## config.mk

```make
export PLATFORM = sky130hd
export DESIGN_NAME = mux8_scan_seq
export DESIGN_NICKNAME = d
export VERILOG_FILES = /design/src/rtl/mux8_pkg.sv /design/src/rtl/mux8_sel_cnt.sv /design/src/rtl/mux8_scan_seq.sv
export SDC_FILE = /design/constraint.sdc
export NUM_CORES = 1
export LEC_CHECK = 0
export BUFFER_PORTS_ARGS = -buffer_cell sky130_fd_sc_hd__clkbuf_2
export CORE_UTILIZATION = 25
export CTS_CLUSTER_SIZE = 10
export DETAILED_ROUTE_END_ITERATION = 10
export GPL_ROUTABILITY_DRIVEN = 0
export PLACE_DENSITY = 0.52
export SYNTH_ARGS = -nofsm -noshare
export SYNTH_HDL_FRONTEND = slang
export SYNTH_SLANG_ARGS = --single-unit
```

## constraint.sdc

```tcl
create_clock -name CLK -period 2.25 [get_ports CLK]
set_input_delay 0.45 -clock CLK [delete_from_list [all_inputs] [get_ports CLK]]
set_output_delay 0.45 -clock CLK [all_outputs]
set_load 0.005 [all_outputs]
```

## src/rtl/mux8_pkg.sv

```systemverilog
// Shared constants, state encoding and select-range helpers for the 8:1 mux sequencer.
package mux8_pkg;

  localparam int unsigned W_WORD = 8;
  localparam int unsigned W_SEL  = 3;

  typedef enum logic [1:0] {
    ST_IDLE = 2'd0,
    ST_SCAN = 2'd1,
    ST_PAR  = 2'd2
  } state_t;

  // First select index of a scan.
  function automatic logic [W_SEL-1:0] sel_first(input bit msb_first);
    return msb_first ? W_SEL'(W_WORD - 1) : W_SEL'(0);
  endfunction

  // Last select index of a scan.
  function automatic logic [W_SEL-1:0] sel_last(input bit msb_first);
    return msb_first ? W_SEL'(0) : W_SEL'(W_WORD - 1);
  endfunction

  // Index one step before the last; lets the top register OUT_LAST ahead of time.
  function automatic logic [W_SEL-1:0] sel_pre_last(input bit msb_first);
    return msb_first ? W_SEL'(1) : W_SEL'(W_WORD - 2);
  endfunction

endpackage

```

## src/rtl/mux8_sel_cnt.sv

```systemverilog
// 3-bit select counter: load to the scan start, step up or down, flag the end of the scan.
module mux8_sel_cnt
  import mux8_pkg::*;
#(
  parameter bit DOWN = 1'b0
) (
  input  logic             CLK,
  input  logic             RST,
  input  logic             i_load,
  input  logic             i_en,
  output logic [W_SEL-1:0] o_cnt,
  output logic             o_tc_c,
  output logic             o_pre_tc_c
);

  localparam logic [W_SEL-1:0] C_START = sel_first(DOWN);
  localparam logic [W_SEL-1:0] C_END   = sel_last(DOWN);
  localparam logic [W_SEL-1:0] C_PRE   = sel_pre_last(DOWN);

  logic [W_SEL-1:0] r_cnt;

  // Counter register; load has priority over stepping.
  always_ff @(posedge CLK) begin
    if (RST) begin
      r_cnt <= C_START;
    end else if (i_load) begin
      r_cnt <= C_START;
    end else if (i_en) begin
      r_cnt <= DOWN ? (r_cnt - W_SEL'(1)) : (r_cnt + W_SEL'(1));
    end
  end

  assign o_cnt      = r_cnt;
  assign o_tc_c     = (r_cnt == C_END);
  assign o_pre_tc_c = (r_cnt == C_PRE);

endmodule

```

## src/rtl/mux8_scan_seq.sv

```systemverilog
// Sequencer that turns an external 8:1 bit-select mux into an 8-beat parallel-to-serial path.
// Optional trailing even-parity beat: define MUX8_SCAN_PARITY_EN.
module mux8_scan_seq
  import mux8_pkg::*;
#(
  parameter bit MSB_FIRST = 1'b0
) (
  input  logic              CLK,
  input  logic              RST,
  input  logic              IN_VALID,
  output logic              IN_READY,
  input  logic [W_WORD-1:0] D,
  output logic [W_WORD-1:0] WORD,
  output logic [W_SEL-1:0]  SEL,
  input  logic              FBIT,
  output logic              OUT_VALID,
  input  logic              OUT_READY,
  output logic              OUT_BIT,
  output logic              OUT_LAST
);

  state_t            r_state;
  state_t            w_state_nxt;
  logic [W_WORD-1:0] r_word;
  logic              r_in_ready;
  logic              r_out_valid;
  logic              r_out_last;
  logic              w_last_nxt;
  logic              w_word_ld;
  logic              w_cnt_ld;
  logic              w_cnt_en;
  logic              w_xfer;
  logic              w_tc;
  logic              w_pre_tc;
  logic [W_SEL-1:0]  w_sel;

  assign w_xfer = r_out_valid & OUT_READY;

  mux8_sel_cnt #(
    .DOWN (MSB_FIRST)
  ) u_sel_cnt (
    .CLK        (CLK),
    .RST        (RST),
    .i_load     (w_cnt_ld),
    .i_en       (w_cnt_en),
    .o_cnt      (w_sel),
    .o_tc_c     (w_tc),
    .o_pre_tc_c (w_pre_tc)
  );

`ifdef MUX8_SCAN_PARITY_EN
  logic r_acc;
  logic w_acc_clr;
`endif

  // State and registered handshake/flag outputs.
  always_ff @(posedge CLK) begin
    if (RST) begin
      r_state     <= ST_IDLE;
      r_word      <= '0;
      r_in_ready  <= 1'b1;
      r_out_valid <= 1'b0;
      r_out_last  <= 1'b0;
    end else begin
      r_state     <= w_state_nxt;
      if (w_word_ld) r_word <= D;
      r_in_ready  <= (w_state_nxt == ST_IDLE);
      r_out_valid <= (w_state_nxt != ST_IDLE);
      r_out_last  <= w_last_nxt;
    end
  end

  // Next-state and control decode.
  always_comb begin
    w_state_nxt = r_state;
    w_word_ld   = 1'b0;
    w_cnt_ld    = 1'b0;
    w_cnt_en    = 1'b0;
    w_last_nxt  = r_out_last;
`ifdef MUX8_SCAN_PARITY_EN
    w_acc_clr   = 1'b0;
`endif
    case (r_state)
      ST_IDLE: begin
        if (IN_VALID && r_in_ready) begin
          w_state_nxt = ST_SCAN;
          w_word_ld   = 1'b1;
          w_cnt_ld    = 1'b1;
          w_last_nxt  = 1'b0;
        end
      end
      ST_SCAN: begin
        if (w_xfer) begin
          if (w_tc) begin
            w_cnt_ld = 1'b1;
`ifdef MUX8_SCAN_PARITY_EN
            w_state_nxt = ST_PAR;
            w_last_nxt  = 1'b1;
`else
            w_state_nxt = ST_IDLE;
            w_last_nxt  = 1'b0;
`endif
          end else begin
            w_cnt_en = 1'b1;
`ifdef MUX8_SCAN_PARITY_EN
            w_last_nxt = 1'b0;
`else
            w_last_nxt = w_pre_tc;
`endif
          end
        end
      end
`ifdef MUX8_SCAN_PARITY_EN
      ST_PAR: begin
        if (w_xfer) begin
          w_state_nxt = ST_IDLE;
          w_acc_clr   = 1'b1;
          w_last_nxt  = 1'b0;
        end
      end
`endif
      default: begin
        w_state_nxt = ST_IDLE;
        w_last_nxt  = 1'b0;
      end
    endcase
  end

`ifdef MUX8_SCAN_PARITY_EN
  // Running XOR of transferred data bits; cleared once the parity beat leaves.
  always_ff @(posedge CLK) begin
    if (RST || w_acc_clr) begin
      r_acc <= 1'b0;
    end else if (w_xfer && (r_state == ST_SCAN)) begin
      r_acc <= r_acc ^ FBIT;
    end
  end

  assign OUT_BIT = (r_state == ST_PAR) ? r_acc : FBIT;
`else
  assign OUT_BIT = FBIT;
`endif

  assign IN_READY  = r_in_ready;
  assign OUT_VALID = r_out_valid;
  assign OUT_LAST  = r_out_last;
  assign WORD      = r_word;
  assign SEL       = w_sel;

endmodule

```

* Word level (Yosys, flattened, before mapping)
Cells that the tools add are included.
Storage, ports and cells: register bits 16, input bits 13, output and inout bits 15
Operators by class: add/sub/neg operators 1, equality and inequality tests 5, mux-type cells 16, bitwise gates (word level) 1, reduce and logical (&&, ||, !) cells 6
Operators by type and width (count):
- $mux 1 | 10
- $eq 3x3->1 const B | 2
- $mux 2 | 3
- $logic_not 2->1 | 2
- $ne 2x2->1 const B | 2
- $pmux 1 s2 | 2
- $pmux 2 s2 | 1
- $add 3x1->3 const B | 1
- $eq 2x1->1 const B | 1
- $reduce_and 2->1 | 1
- $reduce_bool 2->1 | 1
- $reduce_or 2->1 | 1
- $and 1x1->1 | 1
- $logic_and 1x1->1 | 1

* Longest topological paths before layout
depth in word-level cells 5, gate-level depth with buffers 5, depth with buffers taken out 5

* Modules after synthesis
From an unflattened synthesis, not the netlist that was laid out.
Second synthesis, totals: cells, all modules 63, area total of the unflattened synthesis 674.4 µm²
By module, submodules not included:
- mux8_scan_seq | times used 1, cells each 49, area each 509.2 µm²
- mux8_sel_cnt | times used 1, cells each 14, area each 165.2 µm²

* Worst setup path after synthesis
No wires, ideal clock.
path type reg2reg, start register u_sel_cnt.r_cnt[0], in the netlist u_sel_cnt.o_cnt[0], end register u_sel_cnt.r_cnt[2], in the netlist u_sel_cnt.o_cnt[2], library setup time 0.079 ns, data arrival time 1.317 ns, data required time 2.171 ns, setup slack 0.854 ns, cell stages (with the launch flop) 5, buffers on the path 0, clock period less this slack 1.396 ns, cell sequence dfxtp_1 > ha_1 > ha_1 > or3b_1 > a211oi_2
Between the ends: longest elaborated chain between the ends 5, elaborated cells on any way between the ends 9, classes of those cells add/sub: 1; eq/ne: 1; mux: 6; reduce/logical: 1
Ends and longest elaborated chain:
- start, declared | line mux8_sel_cnt.sv:20 | logic [W_SEL-1:0] r_cnt;
- start signal, assigned | line mux8_sel_cnt.sv:29 | r_cnt <= DOWN ? (r_cnt - W_SEL'(1)) : (r_cnt + W_SEL'(1));
- $eq 3x3->1 | line mux8_sel_cnt.sv:34 | assign o_tc_c = (r_cnt == C_END);
- $mux 1 | line mux8_scan_seq.sv:94 | if (w_tc) begin
- $mux 1 | line mux8_scan_seq.sv:93 | if (w_xfer) begin
- $pmux 1 s2 | line mux8_scan_seq.sv:83 | case (r_state)
- $reduce_or 2->1 (no source line)
Several ways; a longest one is shown, not always the timed one. A chain may end at the register's enable or synchronous reset.

* Final worst setup path
start register u_sel_cnt.r_cnt[0], in the netlist u_sel_cnt.o_cnt[0], end register u_sel_cnt.r_cnt[1], in the netlist u_sel_cnt.o_cnt[1]
The elaborated chain is that of the path after synthesis.

==> results.md <==
* 1st-iter DRT viols at 8
* Commonest non-fill, non-tap cell in the layout: sky130_fd_sc_hd__clkbuf_2
* Number of buffers added to fix hold violations after cts at 0
* Worst Path Class, Setup: flop to flop
* Count of cell types in the netlist at 22
* Antenna Violating Nets Remaining at 0
* CP endpoint kind: flop
* Worst path setup slack after routing at 788.1 ps
* Starting density of the core at 0.2657
* Hold path startpoint: D[5]
* Most congested layer reported by global routing: met1
* Power density relative to cell area at 605.1 nW/um2
* Fraction of power consumed by combinational cells at 0.102
* Source of the worst register-to-register timing path: u_sel_cnt.o_cnt[0]
* Number of enable-type register cells in the synthesized netlist at 0
* Highest attainable clock frequency at 684.0 MHz
* Width of the die at 53.31 um
* I/O Buffers at 25
* Fraction of final layout cells sized beyond drive strength 1 at 0.3636
* Min-Delay Path Class: primary input to flop
* Worst reg2reg path endpoint: u_sel_cnt.o_cnt[1]
* Critical path cell sequence: ha_1 > ha_1 > or3_1 > a211oi_1
* Post-placement setup slack at 686.5 ps
* Number of standard-cell rows in the floorplan at 18
* Seq cells post-synth at 16
* Routed length per placed instance at 9.780 um
* Static leakage at 0.3745 nW
* Core region area at 2477 um2
* # DRC at 0
* Antenna Diode Count at 0
* Routed wire length at 1154 um
* Final Setup Violations at 0
* Area of the die at 2842 um2
* Predominant post-synthesis flop cell: sky130_fd_sc_hd__dfxtp_1
* Synth-to-layout area growth at 24.71%
* # H-tree levels at 1
* RSZ-0062 raised after global routing: no
* Pin count of the biggest net entering global routing at 17
* Destination of the worst hold path: WORD[5]
* Worst Path Required at 2450 ps
* Critical Path Fanout Max at 5
* Vertical die dimension at 53.31 um
* Worst voltage drop across the vdd grid at 313.7 uV
* Total grt overflow at 0
* Cell Int Power at 0.3828 mW
* Cts bufs inserted at 3
* Clock tree skew after final layout at 0.7941 ps
* Total Neg Setup Slack at 0 ps
* Vias in the first global route at 416
* Fraction of registers with async set/reset at 0
* Clock Sink Count at 16
* Synthesized netlist net count at 79
* CTS tree: yes
* Share of the clock period used by the worst path at 0.6497
* Wire length of the first global-routing pass at 1814 um
* Total of cells resized after clock tree synthesis at 0
* Root buf cell: sky130_fd_sc_hd__clkbuf_4
* Switching part of the total power at 0.2292
* Commonest cells after routing, fill and taps aside: sky130_fd_sc_hd__clkbuf_2, sky130_fd_sc_hd__dfxtp_1, sky130_fd_sc_hd__nor2_1
* Largest incremental delay on the critical path at 380 ps
* Switching power of the nets at 0.1138 mW
* Post-layout minimum cycle time at 1462 ps
* GR Util met2 at 0.1167
* Most common cell on crit path: sky130_fd_sc_hd__ha_1
* Ports placed on the boundary at 28
* Placed wire-length estimate at 869.1 um
* Final hold vios at 0
* Minimum hold slack at 402.0 ps
* Final Slew Violations at 0
* Worst Hold Depth at 3
* Number of vias in the routed layout at 517
* Synthesized netlist cell count at 63
* Via count normalized by instance count at 4.381
* Clock Latency Late Sink at 280 ps
* Cell area after synthesis at 658.1 um2
* Setup Buffers After CTS at 0
* CP max-delay cell: sky130_fd_sc_hd__or3_1
* Clock-pin slew reported for the worst setup and hold paths after clock tree synthesis at 80 ps
* Count of warnings emitted by yosys at 0
* Arrival time of the worst setup path at 1660 ps
* Count of TritonRoute iterations in the first routing pass at 3
* Global-route usage over all layers at 0.09340
* Status: completed
* Met3 routing resource usage after global routing at 0.03448
* Register-to-register setup slack at 790 ps
* Maximum Capacitance Violations at 0
* Mean area per synthesized cell at 10.45 um2
* Clock network power share at 0.288
* Number of antenna violations at the first check in global routing at 0
* Share of power burned in registers at 0.610
* Sequential area share after synthesis at 0.4867
* Total Nets Final at 106
* Met1 layer usage reported by global route at 0.1269
* Largest buffer count on any clock path at 2
* Count of cells along the worst register-to-register path at 4
* Crit start category: flop
[sequential cells by signal, summed over array words and instances (netlist names)]
signal,flops
r_state,2
OUT_VALID,1
OUT_LAST,1
WORD,8
IN_READY,1
u_sel_cnt.o_cnt,3
[worst max path at each step]
stage | startpoint | slack, ps | to
after CTS | u_sel_cnt.o_cnt[0] | 770 | u_sel_cnt.o_cnt[2]
final | u_sel_cnt.o_cnt[0] | 790 | u_sel_cnt.o_cnt[1]
after global routing | u_sel_cnt.o_cnt[0] | 700 | u_sel_cnt.o_cnt[2]
after global placement | IN_VALID | 710 | IN_READY
after detailed placement | IN_VALID | 690 | IN_READY
after floorplan | u_sel_cnt.o_cnt[0] | 850 | u_sel_cnt.o_cnt[2]
[stage by stage]
stage	std cells	instance area (um2)	utilization	power (mW)
floorplan	63	658.1	-	0.3394
global placement	115	798.3	0.3222	0.3605
detailed placement	115	798.3	0.3222	0.3612
CTS	118	820.8	0.3313	0.5098
global route	118	820.8	0.3313	0.5229
finish	118	820.8	0.3313	0.4966
[critical path: cells and delay by family, from the launching register on]
family / cells / cell delay (ps)
fa+ha+maj: 2 / 440
compound gates: 1 / 210
simple gates: 1 / 380
flops: 1 / 350
[final cells by class]
class	instances	area, um2
Tap cell	30	37.54
Inverter	2	7.507
Multi-Input combinational cell	42	307.8
Sequential cell	16	320.3
Clock buffer	3	22.52
Timing Repair Buffer	25	125.1
Fill cell	270	1657
[power groups by stage]
stage / registers, mW / clock network [mW] / logic [mW]
final: 0.303 / 0.143 / 0.0505
after global routing: 0.305 / 0.161 / 0.0574
after CTS: 0.303 / 0.155 / 0.0519
after detailed placement: 0.310 / 0 / 0.0517
after global placement: 0.309 / 0 / 0.0511
after floorplan: 0.309 / 0 / 0.0299
[cells by family after synthesis]
group,share of synthesized area
other,0.005698
and+or+nand+nor,0.2186
DFF,0.4867
adders and majority gates,0.05704
AOI/OAI and AO/OA,0.06464
buffers and inverters,0.04563
muxes,0.1217
[synth_stat cells, drive strengths merged, types with 2 or more instances]
| cell type | number | area share |
|---|---|---|
| dfxtp | 16 | 0.49 |
| nor2 | 11 | 0.063 |
| mux2i | 8 | 0.12 |
| nand2 | 4 | 0.023 |
| a211oi | 3 | 0.042 |
| ha | 3 | 0.057 |
| buf | 2 | 0.029 |
| inv | 2 | 0.011 |
| nand3 | 2 | 0.015 |
| or3 | 2 | 0.019 |
[layer usage]
layer / vias up / part of all wire
li1: 272 / -
met1: 223 / 0.51
met2: 19 / 0.39
met3: 3 / 0.078
met4: 0 / 0.022
met5: - / 0
Power figures use the tool's default switching activity.
